### src/rtl/camera_init_sequencer.sv
// Power-up register-write sequencer for a camera I2C transmitter. It produces
// the nine-write startup phase vector and then relays one-at-a-time host writes.
module camera_init_sequencer #(
  parameter int unsigned PowerUpCycles   = 5000000,
  parameter int unsigned PulseCycles     = 16,
  parameter int unsigned WriteWaitCycles = 1000000
) (
  input  logic        clk,
  input  logic        rst_n,
  output logic [17:0] startup_sequencer,
  output logic        send_special_i2c_command,
  output logic [7:0]  special_i2c_command_register,
  output logic [15:0] special_i2c_command_data,
  input  logic        special_cmd_req,
  input  logic [7:0]  special_cmd_register_in,
  input  logic [15:0] special_cmd_data_in,
  output logic        special_cmd_ack,
  output logic        special_cmd_busy,
  output logic        init_done,
  output logic [2:0]  dbg_state
);

  localparam logic [2:0] ST_PWRUP    = 3'd0;
  localparam logic [2:0] ST_WRITE    = 3'd1;
  localparam logic [2:0] ST_GAP      = 3'd2;
  localparam logic [2:0] ST_DONE     = 3'd3;
  localparam logic [2:0] ST_SPC_SEND = 3'd4;
  localparam logic [2:0] ST_SPC_WAIT = 3'd5;

  localparam logic [3:0] LAST_WRITE = 4'd8;

  // A zero-length phase still lasts one cycle, so every load is max(N,1)-1.
  localparam logic [31:0] PWRUP_LOAD = (PowerUpCycles   == 0) ? 32'd0 : 32'(PowerUpCycles - 1);
  localparam logic [31:0] PULSE_LOAD = (PulseCycles     == 0) ? 32'd0 : 32'(PulseCycles - 1);
  localparam logic [31:0] WAIT_LOAD  = (WriteWaitCycles == 0) ? 32'd0 : 32'(WriteWaitCycles - 1);

  logic [2:0]  state, state_d;
  logic [3:0]  k, k_d;
  logic [31:0] cnt, cnt_d;
  logic        accept;
  logic        cnt_zero;

  logic [17:0] seq_d;
  logic        send_d;
  logic        busy_d;
  logic        done_d;

  assign cnt_zero  = (cnt == 32'd0);
  assign dbg_state = state;

  // Host handshake: the host raises special_cmd_req with a stable payload and
  // holds both until it sees special_cmd_ack, which is a single-cycle pulse
  // issued only when the request is sampled in DONE. Requests seen in any
  // other state are neither acknowledged nor latched.
  assign accept = (state == ST_DONE) && special_cmd_req;

  always_comb begin
    state_d = state;
    k_d     = k;
    cnt_d   = cnt_zero ? cnt : cnt - 32'd1;
    case (state)
      ST_PWRUP: begin
        if (cnt_zero) begin
          state_d = ST_WRITE;
          k_d     = 4'd0;
          cnt_d   = PULSE_LOAD;
        end
      end
      ST_WRITE: begin
        if (cnt_zero) begin
          state_d = ST_GAP;
          cnt_d   = WAIT_LOAD;
        end
      end
      ST_GAP: begin
        if (cnt_zero) begin
          if (k == LAST_WRITE) begin
            state_d = ST_DONE;
            cnt_d   = 32'd0;
          end else begin
            state_d = ST_WRITE;
            k_d     = k + 4'd1;
            cnt_d   = PULSE_LOAD;
          end
        end
      end
      ST_DONE: begin
        cnt_d = 32'd0;
        if (accept) begin
          state_d = ST_SPC_SEND;
          cnt_d   = PULSE_LOAD;
        end
      end
      ST_SPC_SEND: begin
        if (cnt_zero) begin
          state_d = ST_SPC_WAIT;
          cnt_d   = WAIT_LOAD;
        end
      end
      ST_SPC_WAIT: begin
        if (cnt_zero) begin
          state_d = ST_DONE;
          cnt_d   = 32'd0;
        end
      end
      default: begin
        state_d = ST_PWRUP;
        k_d     = 4'd0;
        cnt_d   = PWRUP_LOAD;
      end
    endcase
  end

  // Outputs are decoded from the next state so the registered outputs line up
  // with the state register cycle for cycle.
  always_comb begin
    seq_d  = 18'd0;
    send_d = 1'b0;
    busy_d = 1'b0;
    done_d = 1'b0;
    case (state_d)
      ST_WRITE: seq_d = 18'd1 << {k_d, 1'b0};
      ST_GAP:   seq_d = 18'd2 << {k_d, 1'b0};
      ST_DONE: begin
        seq_d  = 18'h20000;
        done_d = 1'b1;
      end
      ST_SPC_SEND: begin
        seq_d  = 18'h20000;
        send_d = 1'b1;
        busy_d = 1'b1;
        done_d = 1'b1;
      end
      ST_SPC_WAIT: begin
        seq_d  = 18'h20000;
        busy_d = 1'b1;
        done_d = 1'b1;
      end
      default: seq_d = 18'd0;
    endcase
  end

  always_ff @(posedge clk or negedge rst_n) begin
    if (!rst_n) begin
      state <= ST_PWRUP;
      k     <= 4'd0;
      cnt   <= PWRUP_LOAD;
    end else begin
      state <= state_d;
      k     <= k_d;
      cnt   <= cnt_d;
    end
  end

  always_ff @(posedge clk or negedge rst_n) begin
    if (!rst_n) begin
      startup_sequencer            <= 18'd0;
      send_special_i2c_command     <= 1'b0;
      special_cmd_ack              <= 1'b0;
      special_cmd_busy             <= 1'b0;
      init_done                    <= 1'b0;
      special_i2c_command_register <= 8'd0;
      special_i2c_command_data     <= 16'd0;
    end else begin
      startup_sequencer        <= seq_d;
      send_special_i2c_command <= send_d;
      special_cmd_ack          <= accept;
      special_cmd_busy         <= busy_d;
      init_done                <= done_d;
      if (accept) begin
        special_i2c_command_register <= special_cmd_register_in;
        special_i2c_command_data     <= special_cmd_data_in;
      end
    end
  end

endmodule

### config.mk
export PLATFORM = sky130hd
export DESIGN_NAME = camera_init_sequencer
export DESIGN_NICKNAME = d
export VERILOG_FILES = /design/src/rtl/camera_init_sequencer.sv
export SDC_FILE = /design/constraint.sdc
export NUM_CORES = 1
export LEC_CHECK = 0
export CAP_MARGIN = 20
export CORE_MARGIN = 4
export CORE_UTILIZATION = 50
export DETAILED_ROUTE_END_ITERATION = 10
export DONT_BUFFER_PORTS = 1
export GPL_ROUTABILITY_DRIVEN = 0
export SKIP_LAST_GASP = 1
export SLEW_MARGIN = 20
export SYNTH_ARGS = -nofsm -noshare
export SYNTH_HDL_FRONTEND = slang
export SYNTH_SLANG_ARGS = --single-unit
### constraint.sdc
create_clock -name clk -period 3.3 [get_ports clk]
set_input_delay 0.33 -clock clk [delete_from_list [all_inputs] [get_ports clk]]
set_output_delay 0.33 -clock clk [all_outputs]
set_load 0.005 [all_outputs]
==> results.toml <==
[route]
routed_wl_um = 7822
routedWlPerCell_um = 17.42
firstDrtPassIters = 4
drtIter0Drc = 226
drc = 0
via_per_inst = 5.624
via_count = 2525
ant_nets = 0

[yosys]
synth_cell_type_count = 51
yosysSeqAreaShare_pct = 55.74
netlist_area_mm2 = 0.003845
synth_fp_nets = 371
synth_fa_ha_area_share_pct = 0.9762
synth_top_family_by_area = "simple AND/OR/NAND/NOR gates"
ys_ff_latch = 85
syn_inst = 341
synth-xor-area-share_pct = 6.150
ys_warn_count = 0
synth_simple_gate_area_share_pct = 19.88
synth_compound_area_share_pct = 7.419
avgSynthCellArea_um2 = 11.28
synthMuxAreaShare_pct = 7.029

[clock_tree]
post_cts_buffers = 0
cts.sinks = 85
cts_max_level = 3
cts_tree = "done"
numCtsBuffers = 9
clock_latency_ns = 0.36
cts_repair_resize_count = 0
cts_root_buf = "clkbuf_8"
clockBufferDepth = 2
clk_pin_slew_ns = 0.10

[worst_setup_path]
worstPathCellList = "inv_1 -> ha_1 -> nor3b_2 -> and4_1 -> nand3_1 -> a21oi_1 -> nand4_2 -> nor4bb_1"
slowest_stage = "and4_1"
critPathKind = "reg2reg"
critPathMaxFanout = 10
startpoint_type = "flip-flop"
critPathMaxStageDelay_ns = 0.52
worstPathArrival_ns = 3.10
worstPathRequired_ns = 3.55
endpoint_kind = "flip-flop"
r2r_setup_slack_ns = 0.44

[pwr]
p_leak_nw = 1.917
p_per_area_mw_per_mm2 = 435.9
vdd_ir_drop_max_mv = 0.3130

[floorplanning]
initial_core_util_pct = 52.17
dieHeight_um = 95.69
core_area_mm2 = 0.007370
ios = 76
num_rows = 31
dieArea_mm2 = 0.009157
die_w_um = 95.69

[sta]
skew_ns = 0.01395
tightest_slew_ns = 0.8603
relSlewSlack_pct = 42.64
fin_ws_ns = 0.4447
fin_crit_sh_pct = 86.52
layout_min_cycle_time_ns = 2.855
hold_viol_final = 0
fin_hold_ws_ns = 0.1141
fmax_ghz = 0.3502
drv_slew = 0
fin_tns_setup_ns = 0
setup_viol = 0
rsz0062_at_grt = "no"

[global_route]
met3_usage_pct = 5.864
grt.overflow.total = 0
track_usage_pct = 18.16
grt_pass1_wl_um = 12800
grtUsageMet1_pct = 24.49
grt_max_degree = 86
first_global_vias = 2552
antenna_found_initial = 0
met2_usage_pct = 27.16
busiest_layer = "met2"

[outcome]
outcome = "complete, no violations"

[place]
numPortBuffers = 0
dp_slack_ns = 0.5045
placed_area_mm2 = 0.003939
placed_cells = 431
place_hpwl_um = 5184

[run]
cap_violations = 0

[min_path]
hold_class = "in2reg"

[finish]
layout_common_cells = "dfrtp_1 (72), nor2_1 (33), nand2_1 (25), mux2_2 (24), nor3_1 (23)"
drive_gt1_share_pct = 20.86
fin_nets = 375
final_area_mm2 = 0.004180
final-seq-area_mm2 = 0.002143
syn_to_final_growth_pct = 8.721
stdcell_count = 449
fill_cells = 656
diodes = 0
multi_input_area_mm2 = 0.001603
final_common_cell = "dfrtp_1"
## where the power goes
group / internal [mW] / total (mW) / switching, mW / leakage (nW)
Sequential: 1.04 / 1.04 / 0 / 1.12
Combinational: 0.00441 / 0.0241 / 0.0197 / 0.693
Clock: 0.360 / 0.757 / 0.396 / 0.102
Total: 1.41 / 1.82 / 0.416 / 1.92
## cells by family after synthesis
family          Yosys count
buf+inv                  25
simple gates            137
compound gates           40
mux                      24
xor+xnor                 27
fa+ha+maj                 3
flops                    85
## stage by stage
stage          util (%)  power, mW
2_1_floorplan         -      1.062
3_3_place_gp      53.45      1.062
3_5_place_dp      53.45      1.062
4_1_cts           56.72      1.843
5_1_grt           56.72      1.886
6_report          56.72      1.822
## layer usage
metal | vias up | share of wire [%]
met5 | - | 0
met4 | 0 | 1.4
met3 | 11 | 7.7
met2 | 85 | 46
met1 | 1215 | 45
li1 | 1214 | -
## flip-flops by register name, summed over array words and instances, names as in the netlist, 3 cells and up
register,cells
cnt,32
startup_sequencer,18
special_i2c_command_data,16
special_i2c_command_register,8
k,4
dbg_state,3
## critical path: cells and delay by family (launching register included)
kind                     cells  cell delay [ns]
flip-flops                   1             0.39
adder cells (fa/ha/maj)      1             0.17
buffers and inverters        1             0.07
AO/OA/AOI/OAI                1             0.43
AND/OR/NAND/NOR              5             1.69
## final cells by class
type / instances / area share [%]
timing repair buffer: 4 / 1.257
sequential: 85 / 51.27
clock buffer: 9 / 2.963
clock inverter: 7 / 1.916
tap: 99 / 2.963
inverter: 14 / 1.287
multi-input combinational: 231 / 38.34
## what timing repair did
item / CTS / global route
endpoints found under the setup margin: 0 / 0
hold endpoints to repair: 85 / 0
hold buffers: 2 / 0
## synth_stat cells, drive strengths merged
cell | n | area share [%]
or3 | 5 | 0.81
o31ai | 4 | 0.78
nand4 | 5 | 1.1
nor2b | 1 | 0.16
a21oi | 8 | 1.1
nor3b | 1 | 0.33
and4 | 3 | 0.68
nor4 | 15 | 3.3
a311oi | 3 | 1.1
xnor2 | 11 | 2.5
nand2b | 4 | 0.65
xor2 | 16 | 3.6
ha | 3 | 0.98
a22o | 1 | 0.26
and2 | 3 | 0.49
o311a | 1 | 0.26
o22a | 1 | 0.23
dfrtp | 72 | 47
and3b | 1 | 0.23
clkinv | 1 | 0.13
a221o | 1 | 0.26
o41ai | 2 | 0.65
nor4bb | 1 | 0.26
o21ai | 16 | 2.1
or2 | 2 | 0.33
inv | 13 | 1.3
dfstp | 13 | 8.9
nor3 | 24 | 3.1
a211o | 1 | 0.23
or4 | 3 | 0.59
a21o | 1 | 0.20
buf | 6 | 0.91
nand3b | 2 | 0.72
a22oi | 1 | 0.20
mux2 | 24 | 7.0
nand2 | 25 | 2.4
nand4b | 1 | 0.23
nand3 | 8 | 1.2
clkbuf | 5 | 0.49
nor2 | 33 | 3.2
## final timing paths
kind	end	depth (start not counted)	from
setup / recovery	startup_sequencer[4]$_DFF_PN0_	8	cnt[0]$_DFF_PN1_
hold / removal	special_i2c_command_data[4]$_DFFE_PN0P_	1	special_cmd_data_in[4]
setup reg to reg	startup_sequencer[4]$_DFF_PN0_	8	cnt[0]$_DFF_PN1_
hold reg to reg	special_i2c_command_register[5]$_DFFE_PN0P_	1	special_i2c_command_register[5]$_DFFE_PN0P_
max in group asynchronous	cnt[19]$_DFF_PN1_	2	rst_n
min in group asynchronous	cnt[7]$_DFF_PN0_	2	rst_n
Note: power is estimated with default switching activity, not from simulation.
